<file path="config.mk">
export PLATFORM = sky130hd
export DESIGN_NAME = wb_commit
export DESIGN_NICKNAME = d
export VERILOG_FILES = /design/src/rtl/cpu_pkg.sv /design/src/rtl/wb_load_align.sv /design/src/rtl/wb_commit.sv
export SDC_FILE = /design/constraint.sdc
export NUM_CORES = 1
export LEC_CHECK = 0
export ABC_AREA = 1
export BUFFER_PORTS_ARGS = -buffer_cell sky130_fd_sc_hd__buf_4
export CAP_MARGIN = 20
export CORE_MARGIN = 8
export CORE_UTILIZATION = 54
export DETAILED_ROUTE_END_ITERATION = 6
export PLACE_DENSITY = 0.81
export SLEW_MARGIN = 25
export SYNTH_ARGS = -nofsm -noshare
export SYNTH_HDL_FRONTEND = slang
export SYNTH_SLANG_ARGS = --single-unit
</file>
<file path="constraint.sdc">
create_clock -name clk -period 2.6 [get_ports clk]
set_clock_uncertainty 0.2 [all_clocks]
set_input_delay 0.39 -clock clk [delete_from_list [all_inputs] [get_ports clk]]
set_output_delay 0.39 -clock clk [all_outputs]
set_load 0.02 [all_outputs]
</file>
<file path="src/rtl/cpu_pkg.sv">
// Shared types for the writeback/commit stage: memory-op encoding and the
// trace FSM states.
package cpu_pkg;

  localparam int MMOP_W = 4;

  typedef enum logic [MMOP_W-1:0] {
    MOP_NONE = 4'd0,
    LB       = 4'd1,
    LBU      = 4'd2,
    LH       = 4'd3,
    LHU      = 4'd4,
    LW       = 4'd5,
    LWL      = 4'd6,
    LWR      = 4'd7,
    SB       = 4'd8,
    SH       = 4'd9,
    SW       = 4'd10,
    SWL      = 4'd11,
    SWR      = 4'd12
  } mmop_e;

  typedef enum logic {
    S_RUN    = 1'b0,
    S_SECOND = 1'b1
  } wb_state_e;

  localparam logic [3:0] TRACE_WEN_ALL = 4'hF;

endpackage

</file>
<file path="src/rtl/wb_load_align.sv">
// Load-data extraction for one lane: byte/halfword pick with sign or zero
// extension, and the unaligned LWL/LWR merges against the old rt value.
// The merge patterns are defined for a 32-bit word, little-endian.
module wb_load_align
  import cpu_pkg::*;
#(
  parameter int DW = 32
) (
  input  mmop_e           memop,
  input  logic [1:0]      lo,
  input  logic [DW-1:0]   mem_rdata,
  input  logic [DW-1:0]   wdata,
  output logic [DW-1:0]   result
);

  logic [7:0]  byte_sel;
  logic [15:0] half_sel;

  assign byte_sel = mem_rdata[{lo, 3'b000} +: 8];
  assign half_sel = lo[1] ? mem_rdata[31:16] : mem_rdata[15:0];

  // Select the final register value from the memop; non-loads pass wdata.
  always_comb begin
    result = wdata;
    case (memop)
      LB:  result = {{24{byte_sel[7]}}, byte_sel};
      LBU: result = {24'h0, byte_sel};
      LH:  result = {{16{half_sel[15]}}, half_sel};
      LHU: result = {16'h0, half_sel};
      LW:  result = mem_rdata;
      LWL: begin
        case (lo)
          2'd0:    result = {mem_rdata[7:0],  wdata[23:0]};
          2'd1:    result = {mem_rdata[15:0], wdata[15:0]};
          2'd2:    result = {mem_rdata[23:0], wdata[7:0]};
          default: result = mem_rdata;
        endcase
      end
      LWR: begin
        case (lo)
          2'd0:    result = mem_rdata;
          2'd1:    result = {wdata[31:24], mem_rdata[31:8]};
          2'd2:    result = {wdata[31:16], mem_rdata[31:16]};
          default: result = {wdata[31:8],  mem_rdata[31:24]};
        endcase
      end
      default: result = wdata;
    endcase
  end

endmodule

</file>
<file path="src/rtl/wb_commit.sv">
// Writeback/commit stage: MEM->WB register, load alignment per lane,
// regfile write ports and a debug trace port that serialises dual commits.
//
// state    | meaning
// ---------+-----------------------------------------------------------
// S_RUN    | trace shows lowest committing lane; dual commit -> busy
// S_SECOND | trace shows latched lane-1 record; regfile writes blocked
module wb_commit
  import cpu_pkg::*;
#(
  parameter int LANES = 2,
  parameter int DW    = 32,
  parameter int RW    = 5
) (
  input  logic                    clk,
  input  logic                    rst_n,
  input  logic                    wb_stall_i,
  input  logic                    wb_flush_i,
  input  logic [LANES-1:0]        in_valid_i,
  input  logic [LANES*DW-1:0]     in_pc_i,
  input  logic [LANES*MMOP_W-1:0] in_memop_i,
  input  logic [LANES-1:0]        in_wren_i,
  input  logic [LANES*RW-1:0]     in_waddr_i,
  input  logic [LANES*DW-1:0]     in_wdata_i,
  input  logic [LANES*2-1:0]      in_maddr_lo_i,
  input  logic [LANES*DW-1:0]     mem_rdata_i,
  output logic                    wb_busy_o,
  output logic [LANES-1:0]        wb_wren_o,
  output logic [LANES*RW-1:0]     wb_waddr_o,
  output logic [LANES*DW-1:0]     wb_wdata_o,
  output logic [DW-1:0]           debug_wb_pc,
  output logic [3:0]              debug_wb_rf_wen,
  output logic [RW-1:0]           debug_wb_rf_wnum,
  output logic [DW-1:0]           debug_wb_rf_wdata
);

  logic [LANES-1:0]        valid_q, valid_d;
  logic [LANES*DW-1:0]     pc_q, pc_d;
  logic [LANES*MMOP_W-1:0] memop_q, memop_d;
  logic [LANES-1:0]        wren_q, wren_d;
  logic [LANES*RW-1:0]     waddr_q, waddr_d;
  logic [LANES*DW-1:0]     wdata_q, wdata_d;
  logic [LANES*2-1:0]      lo_q, lo_d;

  logic [LANES*DW-1:0]     result;
  logic [LANES-1:0]        commit;
  logic [LANES-1:0]        wen_raw;
  logic                    hold;

  assign hold = wb_stall_i | wb_busy_o;

  // Stage register next value: flush beats hold beats load.
  always_comb begin
    valid_d = valid_q;
    pc_d    = pc_q;
    memop_d = memop_q;
    wren_d  = wren_q;
    waddr_d = waddr_q;
    wdata_d = wdata_q;
    lo_d    = lo_q;
    if (wb_flush_i) begin
      valid_d = '0;
    end else if (!hold) begin
      valid_d = in_valid_i;
      pc_d    = in_pc_i;
      memop_d = in_memop_i;
      wren_d  = in_wren_i;
      waddr_d = in_waddr_i;
      wdata_d = in_wdata_i;
      lo_d    = in_maddr_lo_i;
    end
  end

  // Stage register.
  always_ff @(posedge clk or negedge rst_n) begin
    if (!rst_n) begin
      valid_q <= '0;
      pc_q    <= '0;
      memop_q <= '0;
      wren_q  <= '0;
      waddr_q <= '0;
      wdata_q <= '0;
      lo_q    <= '0;
    end else begin
      valid_q <= valid_d;
      pc_q    <= pc_d;
      memop_q <= memop_d;
      wren_q  <= wren_d;
      waddr_q <= waddr_d;
      wdata_q <= wdata_d;
      lo_q    <= lo_d;
    end
  end

  for (genvar i = 0; i < LANES; i++) begin : g_lane
    wb_load_align #(.DW(DW)) u_align (
      .memop     (mmop_e'(memop_q[i*MMOP_W +: MMOP_W])),
      .lo        (lo_q[2*i +: 2]),
      .mem_rdata (mem_rdata_i[i*DW +: DW]),
      .wdata     (wdata_q[i*DW +: DW]),
      .result    (result[i*DW +: DW])
    );
    // $0 still counts as a commit for the trace, but never writes the regfile.
    assign commit[i]  = valid_q[i] & wren_q[i];
    assign wen_raw[i] = commit[i] & (waddr_q[i*RW +: RW] != '0);
  end

  assign wb_waddr_o = waddr_q;
  assign wb_wdata_o = result;

  if (LANES == 2) begin : g_dual
    wb_state_e       state_q, state_d;
    logic [DW-1:0]   sh_pc_q, sh_pc_d;
    logic [RW-1:0]   sh_wnum_q, sh_wnum_d;
    logic [DW-1:0]   sh_wdata_q, sh_wdata_d;

    // Trace FSM, regfile enables and busy; lane-1 trace is parked in the
    // shadow while the stage is held for one extra cycle.
    always_comb begin
      state_d           = state_q;
      sh_pc_d           = sh_pc_q;
      sh_wnum_d         = sh_wnum_q;
      sh_wdata_d        = sh_wdata_q;
      wb_busy_o         = 1'b0;
      wb_wren_o         = '0;
      debug_wb_pc       = pc_q[DW-1:0];
      debug_wb_rf_wen   = 4'h0;
      debug_wb_rf_wnum  = '0;
      debug_wb_rf_wdata = '0;
      case (state_q)
        S_RUN: begin
          wb_wren_o = wen_raw;
          // Same destination: the younger lane's value must survive.
          if (wen_raw[0] && wen_raw[1] && (waddr_q[RW-1:0] == waddr_q[RW +: RW])) begin
            wb_wren_o[0] = 1'b0;
          end
          if (commit[0]) begin
            debug_wb_pc       = pc_q[DW-1:0];
            debug_wb_rf_wen   = TRACE_WEN_ALL;
            debug_wb_rf_wnum  = waddr_q[RW-1:0];
            debug_wb_rf_wdata = result[DW-1:0];
          end else if (commit[1]) begin
            debug_wb_pc       = pc_q[DW +: DW];
            debug_wb_rf_wen   = TRACE_WEN_ALL;
            debug_wb_rf_wnum  = waddr_q[RW +: RW];
            debug_wb_rf_wdata = result[DW +: DW];
          end
          if (commit[0] && commit[1]) begin
            wb_busy_o  = 1'b1;
            sh_pc_d    = pc_q[DW +: DW];
            sh_wnum_d  = waddr_q[RW +: RW];
            sh_wdata_d = result[DW +: DW];
            state_d    = S_SECOND;
          end
        end
        S_SECOND: begin
          debug_wb_pc       = sh_pc_q;
          debug_wb_rf_wen   = TRACE_WEN_ALL;
          debug_wb_rf_wnum  = sh_wnum_q;
          debug_wb_rf_wdata = sh_wdata_q;
          state_d           = S_RUN;
        end
        default: state_d = S_RUN;
      endcase
    end

    // FSM state and shadow trace record.
    always_ff @(posedge clk or negedge rst_n) begin
      if (!rst_n) begin
        state_q    <= S_RUN;
        sh_pc_q    <= '0;
        sh_wnum_q  <= '0;
        sh_wdata_q <= '0;
      end else begin
        state_q    <= state_d;
        sh_pc_q    <= sh_pc_d;
        sh_wnum_q  <= sh_wnum_d;
        sh_wdata_q <= sh_wdata_d;
      end
    end
  end else begin : g_single
    // Single lane: no serialisation needed, trace follows lane 0 directly.
    always_comb begin
      wb_busy_o         = 1'b0;
      wb_wren_o         = wen_raw;
      debug_wb_pc       = pc_q[DW-1:0];
      debug_wb_rf_wen   = 4'h0;
      debug_wb_rf_wnum  = '0;
      debug_wb_rf_wdata = '0;
      if (commit[0]) begin
        debug_wb_rf_wen   = TRACE_WEN_ALL;
        debug_wb_rf_wnum  = waddr_q[RW-1:0];
        debug_wb_rf_wdata = result[DW-1:0];
      end
    end
  end

endmodule

</file>
==> impl_metrics.tcl, run 1 <==
set metrics [dict create \
    routability_congestion_estimate 1.087 \
    number_of_synthesis_warnings 0 \
    postSynthNetCount 2370 \
    synth_top_cells_by_count "sky130_fd_sc_hd__nand2_1 (845), sky130_fd_sc_hd__dfrtp_1 (224), sky130_fd_sc_hd__nor2_1 (202)" \
    clock_sink_count 224 \
    postSynthRegisterBits 224 \
    synthMostInstantiatedCell "sky130_fd_sc_hd__nand2_1" \
    synth_top_cell_by_area "sky130_fd_sc_hd__dfrtp_1" \
    htree_num_levels 1 \
    cts_max_path_buffers 3 \
    grt_start_max_net_pins 75 \
    detailedPlacementHpwl_mm 48.27 \
    ios 372 \
    grt.overflow.total 99 \
    mean_syn_cell_area_um2 6.733 \
    grt.total_usage_pct 75.47 \
    ys_top_cells_by_area "sky130_fd_sc_hd__dfrtp_1 (39%), sky130_fd_sc_hd__nand2_1 (22%), sky130_fd_sc_hd__mux2_2 (6.1%)" \
    core.rowCount 60 \
    worstEndpointType "top-level output" \
    synth.distinct_cells 42 \
    post_placement_setup_slack_ns -0.06870 \
    dieHeight_um 179.7 \
    numCtsBuffers 25 \
    cts_root_buffer "sky130_fd_sc_hd__clkbuf_16" \
    dominantRegCellSynth "sky130_fd_sc_hd__dfrtp_1" \
    synthArstFlopShare_pct 100.0 \
    synth_enable_flop_cells 0 \
    run_status "aborted with a tool error" \
    effective_utilization_at_floorplan_pct 54.27 \
    synth.yosys.seq_area_share_pct 38.76 \
    repair-timing-grt-worst-ep "debug_wb_rf_wdata[13]" \
    last-stage-reached "global routing (5_1_grt)" \
    postSynthCellCount 2148 \
    io_buffer_count 371 \
    die_width_um 179.7 \
    first_error_line_in_the_log "[ERROR GRT-0232] Routing congestion too high. Check the congestion heatmap in the GUI." \
    synth_area_mm2 0.01446 \
    yosysTopAreaCellShare_pct 38.76 \
    place.detailed.instances 2924 \
]
==> kinds of logic after synthesis <==
family                    count (synthesis)  share of synthesized area [%]
muxes                                    78                          6.073
buffers and inverters                   276                          8.063
DFF                                     224                          38.76
AOI/OAI and AO/OA                       291                          10.87
and+or+nand+nor                        1277                          36.11
xor gates and xnor gates                  2                         0.1211
==> routing by layer <==
layer  track usage [%]  GRT overflow
met1             72.76             0
met2             90.23            53
met3             64.23             3
met4             78.69            42
met5             30.26             1
==> through the flow <==
stage	util [%]	area, um^2
after global placement	70.14	18690
after floorplan	-	14460
after CTS	89.35	23810
after detailed placement	70.14	18690
==> what timing repair did <==
action / in CTS
gates cloned: 14
buffers inserted: 74
endpoints found under the hold margin: 215
pin swaps: 98
hold buffers: 156
endpoints found under the setup margin: 138
gates resized for setup: 522
==> run 2, diff against run 1 <==
--- a/config.mk
+++ b/config.mk
@@ -9,9 +9,9 @@
 export BUFFER_PORTS_ARGS = -buffer_cell sky130_fd_sc_hd__buf_4
 export CAP_MARGIN = 20
 export CORE_MARGIN = 8
-export CORE_UTILIZATION = 54
+export CORE_UTILIZATION = 40
 export DETAILED_ROUTE_END_ITERATION = 6
-export PLACE_DENSITY = 0.81
+export PLACE_DENSITY_LB_ADDON = 0.15
 export SLEW_MARGIN = 25
 export SYNTH_ARGS = -nofsm -noshare
 export SYNTH_HDL_FRONTEND = slang
==> run 2 against run 1 <==
  * The flow now finishes, with violations (DRC, setup timing)
  * Synthesized cell count is the same
  * Area after synthesis is the same
==> impl_metrics.tcl, run 2 <==
set metrics [dict create \
    place.detailed.instances 3052 \
    worst-path-buf-inv 6 \
    run_status "finished, violations left" \
    finalWorstSetupSlack_ns -0.5002 \
    synth.yosys.seq_area_share_pct 38.76 \
    multi_input_gate_area_in_the_final_layout_mm2 0.009528 \
    maxCapViolCount 0 \
    timing.hold.worst_endpoint "g_dual.sh_wdata_q[2]" \
    worstHoldStart "mem_rdata_i[34]" \
    area_growth_pct 74.27 \
    finalSetupViolCount 122 \
    grt.overflow.total 0 \
    worst_pin_slew_ns 0.5785 \
    final_min_period_over_clock_period_pct 119.2 \
    slew_viol_final 0 \
    max_clock_freq_ghz 0.3226 \
    coreArea_mm2 0.03557 \
    io_buffer_count 371 \
    post_drt_via_cell_ratio 5.399 \
    worst_slew_margin_rel_pct 61.43 \
    die_width_um 206.2 \
    ant_nets 0 \
    cts_max_path_buffers 3 \
    dieHeight_um 206.2 \
    synth_enable_flop_cells 0 \
    cts_tree "built" \
    reg2reg_depth 9 \
    critPathKind "reg2out" \
    routed_wirelength_mm 73.37 \
    path_class_of_the_lowest_slack_min_delay_path "in2reg" \
    routability_congestion_estimate 1.053 \
    startpoint_type "flop" \
    initialDrtViolationCount 1445 \
    drive_gt1_share_pct 40.70 \
    worst_path_dominant_cell_family "buffers and inverters" \
    detailedPlacementHpwl_mm 49.97 \
    dr_total_vias 18200 \
    synth_top_cell_by_area "sky130_fd_sc_hd__dfrtp_1" \
    layout_commonest_cell "sky130_fd_sc_hd__nand2_1" \
    grt_pass1_wl_mm 107.0 \
    power.density_mw_per_mm2 623.4 \
    postSynthNetCount 2370 \
    clk_pin_slew_worst_paths_ns 0.06 \
    cellLeakagePower_nw 12.54 \
    synth_top_cells_by_count "sky130_fd_sc_hd__nand2_1 (845), sky130_fd_sc_hd__dfrtp_1 (224), sky130_fd_sc_hd__nor2_1 (202)" \
    place_area_mm2 0.01890 \
    holdPathStages 5 \
    final_period_minus_worst_setup_slack_ns 3.100 \
    timing.critical_path.fanout_max 8 \
    synth.distinct_cells 42 \
    core.rowCount 69 \
    worst-endpoint-arrival_ns 2.51 \
    wl_per_cell_um 21.77 \
    fin_area_mm2 0.02520 \
    grt.total_usage_pct 32.57 \
    synth_area_mm2 0.01446 \
    timing.critical_path.to_type "output pin" \
    layout.cells.most_common_list "sky130_fd_sc_hd__nand2_1 (691), sky130_fd_sc_hd__buf_4 (444), sky130_fd_sc_hd__dfrtp_1 (214)" \
    clkLatencyLatePin_ns 0.57 \
    setup_tns_ns -33.51 \
    antenna_violations_before_repair 1 \
    crit_top_cell "sky130_fd_sc_hd__buf_6" \
    remaining_drc_errors 4 \
    rsz0062_at_grt "true" \
    ys_top_cells_by_area "sky130_fd_sc_hd__dfrtp_1 (39%), sky130_fd_sc_hd__nand2_1 (22%), sky130_fd_sc_hd__mux2_2 (6.1%)" \
    first_global_vias 18170 \
    mean_syn_cell_area_um2 6.733 \
    dominantRegCellSynth "sky130_fd_sc_hd__dfrtp_1" \
    yosysTopAreaCellShare_pct 38.76 \
    clock_sink_count 224 \
    effective_utilization_at_floorplan_pct 40.66 \
    ios 372 \
    regToRegEndpoint "wdata_q[23]" \
    final_net_count 3110 \
    number_of_synthesis_warnings 0 \
    fin_worst_hold_slack_ns 0.06767 \
    htree_num_levels 1 \
    regArea_mm2 0.005620 \
    biggestRegsByFlops "pc_q x64, wdata_q x64" \
    synthMostInstantiatedCell "sky130_fd_sc_hd__nand2_1" \
    ir_worst_vdd_mv 0.5592 \
    report.power.total_mw 15.71 \
    nFillCells 2876 \
    cts_root_buffer "sky130_fd_sc_hd__clkbuf_16" \
    hold_viol 0 \
    crit_chain "clkinvlp_4 > nand3_2 > nand2_4 > a21boi_4 > buf_6 > buf_16 > nand3_4 > buf_4 > buf_6 > buf_6" \
    postSynthRegisterBits 224 \
    violations_in_the_final_reports "DRC, setup timing" \
    timing.critical_path.slowest_cell_delay_ns 0.49 \
    stdcell_count 3371 \
    firstDrtPassIters 7 \
    postSynthCellCount 2148 \
    critical_path.slowest_cell "sky130_fd_sc_hd__dfrtp_2" \
    worst-endpoint-required_ns 2.01 \
    dieArea_mm2 0.04250 \
    synthArstFlopShare_pct 100.0 \
    numCtsBuffers 27 \
    r2r-start "valid_q[0]" \
    grt_start_max_net_pins 117 \
    rrSetupSlack_ns 0.11 \
]
==> run 2: layout make-up <==
type                       count  area share (%)
multi-input combinational   1648           37.80
timing repair buffer         828           31.51
sequential                   224           22.30
clock buffer                  37           2.988
inverter                     158           2.497
tap                          461           2.289
clock inverter                13          0.5709
timing repair inverter         1         0.03475
antenna                        1        0.009929
==> run 2: logic make-up (layout without fill, tap and decap cells) <==
| family | count (synthesis) | count (layout) | synth area share [%] |
|---|---|---|---|
| simple gates | 1277 | 1277 | 36.11 |
| mux | 78 | 78 | 6.073 |
| flops | 224 | 224 | 38.76 |
| xor+xnor | 2 | 2 | 0.1211 |
| compound gates | 291 | 291 | 10.87 |
| other cells | 0 | 1 | 0 |
| buf+inv | 276 | 1037 | 8.063 |
==> run 2: metal layers <==
metal / GRT usage (%) / wire (um) / share of wire, % / vias up
li1: - / - / - / 8390
met1: 41.32 / 28940 / 39 / 8840
met2: 54.31 / 35330 / 48 / 802
met3: 5.784 / 5939 / 8.1 / 165
met4: 13.21 / 3149 / 4.3 / 2
met5: 0 / 10 / 0.014 / -
==> run 2: worst max path at each step <==
| stage | start | to | slack (ns) | cells past startpoint |
|---|---|---|---|---|
| finish | lo_q[2] | wb_wdata_o[50] | -0.50 | 10 |
| floorplan | lo_q[1] | debug_wb_rf_wdata[24] | 0.19 | 12 |
| global route | lo_q[2] | debug_wb_rf_wdata[18] | -0.61 | 12 |
| global placement | lo_q[3] | debug_wb_rf_wdata[22] | -0.14 | 13 |
| detailed placement | lo_q[3] | debug_wb_rf_wdata[17] | -0.13 | 13 |
| CTS | lo_q[3] | debug_wb_rf_wdata[27] | -0.50 | 14 |
==> run 2: repair_timing <==
action | in CTS | in global routing
gates cloned | 17 | 4
gates resized for setup | 511 | 314
endpoints found under the hold margin | 231 | 0
endpoints found under the setup margin | 134 | 139
pin swaps | 96 | 91
hold buffers | 157 | 0
setup buffers | 77 | 39
==> run 2: where the power goes <==
part,internal [mW],total (mW),switching (mW),leakage [nW]
clock network,2.24,3.85,1.60,0.443
registers,4.08,4.54,0.452,2.57
logic,3.41,7.33,3.92,9.53
==> run 2: through the flow <==
stage / util [%] / setup slack [ns]
2_1_floorplan: - / 0.1871
3_3_place_gp: 53.14 / -0.1447
3_5_place_dp: 53.14 / -0.1252
4_1_cts: 67.51 / -0.4989
5_1_grt: 70.85 / -0.6059
6_report: 70.86 / -0.5002
==> run 2: worst reg2reg max path, cell delays in order (launching register included) <==
cell and delay (ns):
sky130_fd_sc_hd__dfrtp_1 0.36, sky130_fd_sc_hd__nand2_2 0.10, sky130_fd_sc_hd__buf_4 0.15, sky130_fd_sc_hd__nor2_2 0.12
sky130_fd_sc_hd__inv_2 0.11, sky130_fd_sc_hd__nor2_4 0.19, sky130_fd_sc_hd__nor2_1 0.15, sky130_fd_sc_hd__nand2_8 0.10
sky130_fd_sc_hd__buf_12 0.38, sky130_fd_sc_hd__mux2_2 0.52
Power figures use the tool's default switching activity.
==> run 3, diff against run 2 <==
==> constraint.sdc (replaced) <==
create_clock -name clk -period 3.7 [get_ports clk]
set_clock_uncertainty 0.2 [all_clocks]
set_input_delay 0.555 -clock clk [delete_from_list [all_inputs] [get_ports clk]]
set_output_delay 0.555 -clock clk [all_outputs]
set_load 0.02 [all_outputs]
==> run 3 against run 2 <==
  * Highest routed layer unchanged
  * First-iteration DRC count fell by 18%
  * The run now ends clean
  * Critical path depth did not move
  * Largest cell class unchanged
  * Largest power group unchanged
  * Routed wire length is 14% lower
  * Flip-flop and latch count is the same
  * Clock power decreased by 26%
  * Power down 40%
  * Combinational power decreased by 53%
  * Worst hold slack got worse by 0.050 ns
  * Critical endpoint is now debug_wb_rf_wdata[0]
==> impl_metrics.tcl, run 3 (synthesis results as in run 2) <==
set metrics [dict create \
    dieArea_mm2 0.04250 \
    critPathKind "reg2out" \
    power_switching_share_pct 37.93 \
    effective_utilization_at_floorplan_pct 40.66 \
    slew_viol_final 0 \
    cts_max_path_buffers 3 \
    regToRegEndpoint "g_dual.sh_pc_q[8]" \
    reg2reg_depth 8 \
    post_placement_setup_slack_ns 0.2386 \
    finalWorstSetupSlack_ns 0.1105 \
    maxCapViolCount 0 \
    grt_start_max_net_pins 98 \
    clock_sink_count 224 \
    max_clock_freq_ghz 0.2786 \
    nFillCells 3506 \
    cts_root_buffer "sky130_fd_sc_hd__clkbuf_16" \
    place_area_mm2 0.01773 \
    die_width_um 206.2 \
    worst-endpoint-required_ns 2.94 \
    dr_total_vias 16170 \
    timing.critical_path.to_type "output pin" \
    rsz0062_at_grt "true" \
    worst_pin_slew_ns 0.8099 \
    routed_wirelength_mm 63.14 \
    grt.total_usage_pct 28.94 \
    layout_commonest_cell "sky130_fd_sc_hd__nand2_1" \
    initialDrtViolationCount 1192 \
    final_period_minus_worst_setup_slack_ns 3.590 \
    run_status "completed" \
    grt.overflow.total 0 \
    most_used_routing_layer_in_global_routing "met2" \
    hold_viol 0 \
    biggestRegsByFlops "pc_q x64, wdata_q x64" \
    first_global_vias 16220 \
    internal_power_mw 5.853 \
    remaining_drc_errors 0 \
    grt_met3_usage_pct 6.583 \
    worstHoldStart "in_pc_i[42]" \
    cellLeakagePower_nw 9.955 \
    worst_slew_margin_rel_pct 46.01 \
    ir_worst_vdd_mv 0.4773 \
    area_growth_pct 35.46 \
    layout.cells.most_common_list "sky130_fd_sc_hd__nand2_1 (839), sky130_fd_sc_hd__buf_4 (424), sky130_fd_sc_hd__dfrtp_1 (219)" \
    grt_pass1_wl_mm 95.45 \
    rrSetupSlack_ns 0.82 \
    multi_input_gate_area_in_the_final_layout_mm2 0.007809 \
    cts_tree "built" \
    place.detailed.instances 2912 \
    worst-endpoint-arrival_ns 2.83 \
    coreArea_mm2 0.03557 \
    ios 372 \
    detailedPlacementHpwl_mm 48.63 \
    power.net_switching_mw 3.576 \
    regArea_mm2 0.005614 \
    antenna_violations_before_repair 4 \
    drive_gt1_share_pct 24.08 \
    final_min_period_over_clock_period_pct 97.01 \
    numCtsBuffers 28 \
    fin_area_mm2 0.01959 \
    routability_congestion_estimate 1.044 \
    holdPathStages 3 \
    ant_nets 0 \
    finalSetupViolCount 0 \
    seqPwrFrac_pct 33.4 \
    core.rowCount 69 \
    p_clk_share_pct 30.1 \
    groute.layer.met2.usage_pct 47.76 \
    r2r-start "g_dual.state_q" \
    power.density_mw_per_mm2 481.3 \
    final_net_count 2783 \
    grtUsageMet1_pct 36.73 \
    wl_per_cell_um 20.74 \
    startpoint_type "flop" \
    io_buffer_count 371 \
    stdcell_count 3045 \
    dieHeight_um 206.2 \
    firstDrtPassIters 6 \
    timing.hold.worst_endpoint "pc_q[42]" \
    power_frac_comb_pct 36.5 \
    htree_num_levels 1 \
    timing.critical_path.fanout_max 21 \
    path_class_of_the_lowest_slack_min_delay_path "in2reg" \
    clkLatencyLatePin_ns 0.58 \
    post_drt_via_cell_ratio 5.310 \
    clk_pin_slew_worst_paths_ns 0.06 \
]
[run 3: cell count changes in the layout (fill, tap and decap cells not counted), sizes merged]
cell,before,now
buf,667,432
bufinv,2,3
clkbuf,41,36
dlygate4sd3,157,69
inv,156,157
[run 3: final cells by class]
| type | instances | area share [%] |
|---|---|---|
| flip-flops and latches | 224 | 28.66 |
| well taps | 461 | 2.944 |
| inverters | 158 | 3.097 |
| clock inverters | 16 | 1.003 |
| multi-input cells | 1648 | 39.86 |
| repair buffers | 501 | 20.49 |
| clock buffers | 36 | 3.934 |
| diodes | 1 | 0.01277 |
[run 3: worst max-delay path by stage]
stage                    startpoint               endpoint  cells after the start
floorplan           mem_rdata_i[31]  debug_wb_rf_wdata[24]                     11
global placement    mem_rdata_i[63]  debug_wb_rf_wdata[31]                     13
detailed placement  mem_rdata_i[63]  debug_wb_rf_wdata[31]                     13
CTS                      memop_q[0]   debug_wb_rf_wdata[2]                     10
global route                lo_q[3]   debug_wb_rf_wdata[4]                     12
finish                      lo_q[1]   debug_wb_rf_wdata[0]                     10
[run 3: critical path: stages, from the launching register on]
cell	delay [ns]
sky130_fd_sc_hd__dfrtp_2	0.46
sky130_fd_sc_hd__buf_4	0.23
sky130_fd_sc_hd__nand2_1	0.13
sky130_fd_sc_hd__buf_4	0.27
sky130_fd_sc_hd__o21ai_1	0.10
sky130_fd_sc_hd__buf_4	0.19
sky130_fd_sc_hd__nand2_1	0.06
sky130_fd_sc_hd__o2111ai_1	0.37
sky130_fd_sc_hd__nand2_1	0.17
sky130_fd_sc_hd__nand3_1	0.10
sky130_fd_sc_hd__buf_4	0.18
[run 3: power groups by stage]
stage,combinational [mW],sequential [mW],clock (mW)
after global routing,3.73,3.20,2.97
final,3.44,3.15,2.84
after floorplan,1.85,3.09,0
after global placement,3.28,3.17,0
after detailed placement,3.31,3.18,0
after CTS,3.41,3.15,2.89
[run 3: layer usage]
metal | routed length, um | share of wire (%)
met1 | 25950 | 41
met2 | 29280 | 46
met3 | 5391 | 8.5
met4 | 2485 | 3.9
met5 | 32 | 0.051
[run 3: through the flow]
step | utilization, % | power [mW] | TNS (ns) | hold slack [ns]
floorplan | - | 4.944 | 0 | 0.05941
global placement | 49.84 | 6.455 | 0 | 0.2627
detailed placement | 49.84 | 6.488 | 0 | 0.2656
CTS | 54.73 | 9.440 | -0.0008886 | 0.0003966
global route | 55.08 | 9.906 | -0.05956 | 0.002033
finish | 55.08 | 9.429 | 0 | 0.01815
[run 3: repair_timing]
item                                   CTS  global route
gates resized for setup                  9            25
endpoints found under the hold margin  159             0
setup buffers                            7             4
setup endpoints to repair               17            38
pin swaps                                2             2
hold buffers                            69             0
==> run 4, diff against run 3 <==
--- a/config.mk
+++ b/config.mk
@@ -5,9 +5,10 @@
 export SDC_FILE = /design/constraint.sdc
 export NUM_CORES = 1
 export LEC_CHECK = 0
-export ABC_AREA = 1
 export BUFFER_PORTS_ARGS = -buffer_cell sky130_fd_sc_hd__buf_4
 export CAP_MARGIN = 20
+export CELL_PAD_IN_SITES_DETAIL_PLACEMENT = 0
+export CELL_PAD_IN_SITES_GLOBAL_PLACEMENT = 1
 export CORE_MARGIN = 8
 export CORE_UTILIZATION = 40
 export DETAILED_ROUTE_END_ITERATION = 6
==> run 4 against run 3 <==
  * The run now ends with setup timing left
  * Core utilization up 0.61 points
  * Critical path depth down 2
  * First-iteration DRC count down 21%
  * Sequential share of layout area up 0.86 points
  * Routed wire length down 8.8%
  * Clock power down 2%
  * Critical endpoint is now debug_wb_rf_wdata[19]
  * Highest routed layer is now met4
==> impl_metrics.tcl, run 4 <==
set metrics [dict create \
    clock_sink_count 224 \
    routed_wirelength_mm 57.62 \
    synth_area_mm2 0.01373 \
    timing.critical_path.fanout_max 6 \
    power.density_mw_per_mm2 515.0 \
    synth_top_cell_by_area "sky130_fd_sc_hd__dfrtp_1" \
    grt_start_max_net_pins 97 \
    final_min_period_over_clock_period_pct 101.2 \
    worst_slew_margin_rel_pct 35.32 \
    stdcell_count 2350 \
    grt.total_usage_pct 27.09 \
    synth.yosys.seq_area_share_pct 40.83 \
    yosysTopAreaCellShare_pct 40.83 \
    cts_max_path_buffers 3 \
    initialDrtViolationCount 938 \
    worst-endpoint-arrival_ns 2.99 \
    diodes 0 \
    maxCapViolCount 0 \
    synth_top_cells_by_count "sky130_fd_sc_hd__nand2_1 (267), sky130_fd_sc_hd__dfrtp_1 (224), sky130_fd_sc_hd__mux2_2 (158)" \
    worst_pin_slew_ns 0.9702 \
    firstDrtPassIters 5 \
    ant_nets 0 \
    top_layer_used "met4" \
    mean_syn_cell_area_um2 9.377 \
    violations_in_the_final_reports "setup timing" \
    layout.cells.most_common_list "sky130_fd_sc_hd__buf_4 (460), sky130_fd_sc_hd__nand2_1 (266), sky130_fd_sc_hd__dfrtp_1 (212)" \
    clk_pin_slew_worst_paths_ns 0.07 \
    postSynthCellCount 1464 \
    synth_enable_flop_cells 0 \
    run_status "finished, violations left" \
    synthArstFlopShare_pct 100.0 \
    dominantRegCellSynth "sky130_fd_sc_hd__dfrtp_1" \
    first_global_vias 13460 \
    dieHeight_um 201.3 \
    remaining_drc_errors 0 \
    routability_congestion_estimate 0.9789 \
    met2RoutedLength_mm 26.35 \
    number_of_synthesis_warnings 0 \
    rsz0062_at_grt "true" \
    dieArea_mm2 0.04050 \
    path_class_of_the_lowest_slack_min_delay_path "in2reg" \
    die_width_um 201.3 \
    drive_gt1_share_pct 40.58 \
    cts_root_buffer "sky130_fd_sc_hd__clkbuf_16" \
    synthMostInstantiatedCell "sky130_fd_sc_hd__nand2_1" \
    detailedPlacementHpwl_mm 42.73 \
    finalSetupViolCount 3 \
    rrSetupSlack_ns 1.15 \
    numCtsBuffers 27 \
    grt_pass1_wl_mm 86.24 \
    post_drt_via_cell_ratio 5.639 \
    critPathKind "reg2out" \
    ys_top_cells_by_area "sky130_fd_sc_hd__dfrtp_1 (41%), sky130_fd_sc_hd__mux2_2 (13%), sky130_fd_sc_hd__nand2_1 (7.3%)" \
    max_clock_freq_ghz 0.2670 \
    worst-endpoint-required_ns 2.94 \
    grt.overflow.total 0 \
    hold_viol 0 \
    drt-met1-wl_mm 24.76 \
    setup_tns_ns -0.09102 \
    area_growth_pct 38.74 \
    biggestRegsByFlops "pc_q x64, wdata_q x64" \
    multi_input_gate_area_in_the_final_layout_mm2 0.007854 \
    core.rowCount 68 \
    layout_commonest_cell "sky130_fd_sc_hd__buf_4" \
    final_core_utilization_pct 55.69 \
    effective_utilization_at_floorplan_pct 40.14 \
    slew_viol_final 0 \
    final_net_count 2096 \
    final_period_minus_worst_setup_slack_ns 3.745 \
    report.power.total_mw 9.810 \
    dr_total_vias 13250 \
    startpoint_type "flop" \
    finalWorstSetupSlack_ns -0.04536 \
    timing.critical_path.to_type "output pin" \
    wl_per_cell_um 24.52 \
    postSynthRegisterBits 224 \
    postSynthNetCount 1686 \
    regArea_mm2 0.005623 \
    antenna_violations_before_repair 0 \
    ir_worst_vdd_mv 0.4142 \
    coreArea_mm2 0.03420 \
    ios 372 \
    nFillCells 3161 \
    io_buffer_count 371 \
    cts_tree "built" \
    htree_num_levels 1 \
    synth.distinct_cells 76 \
    dr_wl_met3_mm 4.048 \
    place.detailed.instances 2256 \
    fin_worst_hold_slack_ns 0.01682 \
    cellLeakagePower_nw 8.653 \
    clkLatencyLatePin_ns 0.57 \
]
-- run 4: cell types whose count changed after synthesis, moves of 15 or more --
cell,previous run,this run
sky130_fd_sc_hd__o21ai_0,170,117
sky130_fd_sc_hd__nand2b_1,0,18
sky130_fd_sc_hd__nand3_1,168,23
sky130_fd_sc_hd__nor2_1,202,78
sky130_fd_sc_hd__inv_1,145,44
sky130_fd_sc_hd__mux2i_1,0,91
sky130_fd_sc_hd__mux2_2,78,158
sky130_fd_sc_hd__a22oi_1,1,24
sky130_fd_sc_hd__nand2_1,845,267
sky130_fd_sc_hd__a21oi_1,77,38
sky130_fd_sc_hd__a211oi_1,0,24
sky130_fd_sc_hd__a221o_1,0,15
sky130_fd_sc_hd__nand4_1,20,2
-- run 4: area by class of cell --
type | instances | area share [%]
Timing Repair Buffer | 495 | 20.48
Sequential cell | 224 | 29.52
Inverter | 45 | 0.8868
Clock buffer | 42 | 4.158
Clock inverter | 8 | 0.7357
Multi-Input combinational cell | 1081 | 41.23
Tap cell | 455 | 2.989
-- run 4: power by group --
| part | internal (mW) | total, mW | switching [mW] | leakage, nW |
|---|---|---|---|---|
| Sequential | 2.85 | 3.21 | 0.358 | 2.65 |
| Combinational | 1.68 | 3.81 | 2.12 | 5.55 |
| Clock | 1.69 | 2.79 | 1.10 | 0.451 |
-- run 4: repair_timing --
action,CTS,global route
endpoints found under the hold margin,88,0
setup buffers,10,15
setup endpoints to repair,43,37
pin swaps,12,13
gates resized for setup,47,43
hold buffers,16,0
gates cloned,1,2
-- run 4: per-stage QoR --
stage / setup slack (ns) / area [um^2]
finish: -0.04536 / 19050
global route: -0.1161 / 19050
CTS: -0.06666 / 18700
detailed placement: 0.1888 / 17290
global placement: 0.2028 / 17290
floorplan: 0.6422 / 13730
-- run 4: metal layers --
metal | vias to the layer above | global-route usage, %
li1 | 6096 | -
met1 | 6512 | 35.45
met2 | 546 | 43.11
met3 | 98 | 6.208
met4 | 0 | 10.46
met5 | - | 0
-- run 4: path summary, 6_finish.rpt --
path,start,cells past startpoint,end
max in group asynchronous,rst_n,3,memop_q[1]
min in group asynchronous,rst_n,2,wdata_q[37]
setup / recovery,lo_q[2],8,debug_wb_rf_wdata[19]
hold / removal,in_wdata_i[35],2,wdata_q[35]
setup reg to reg,lo_q[2],7,g_dual.sh_wdata_q[15]
hold reg to reg,g_dual.sh_pc_q[7],2,g_dual.sh_pc_q[7]
-- run 4: cell families (layout without fill, tap and decap cells) --
logic type	after synthesis	after routing	synth area share, %
AND/OR/NAND/NOR	462	463	14.92
AO/OA/AOI/OAI	354	354	17.92
multiplexers	256	256	20.74
flip-flops	224	224	40.83
buffers and inverters	160	590	5.077
XOR/XNOR	8	8	0.5104
-- run 4: critical path: stages (launching register included) --
cell and delay (ns):
sky130_fd_sc_hd__dfrtp_2 0.39, sky130_fd_sc_hd__buf_12 0.12, sky130_fd_sc_hd__mux4_2 0.58, sky130_fd_sc_hd__a221oi_4 0.35, sky130_fd_sc_hd__o21ai_4 0.17, sky130_fd_sc_hd__o22ai_2 0.23, sky130_fd_sc_hd__nor2_1 0.08, sky130_fd_sc_hd__a221o_1 0.33
sky130_fd_sc_hd__buf_4 0.17
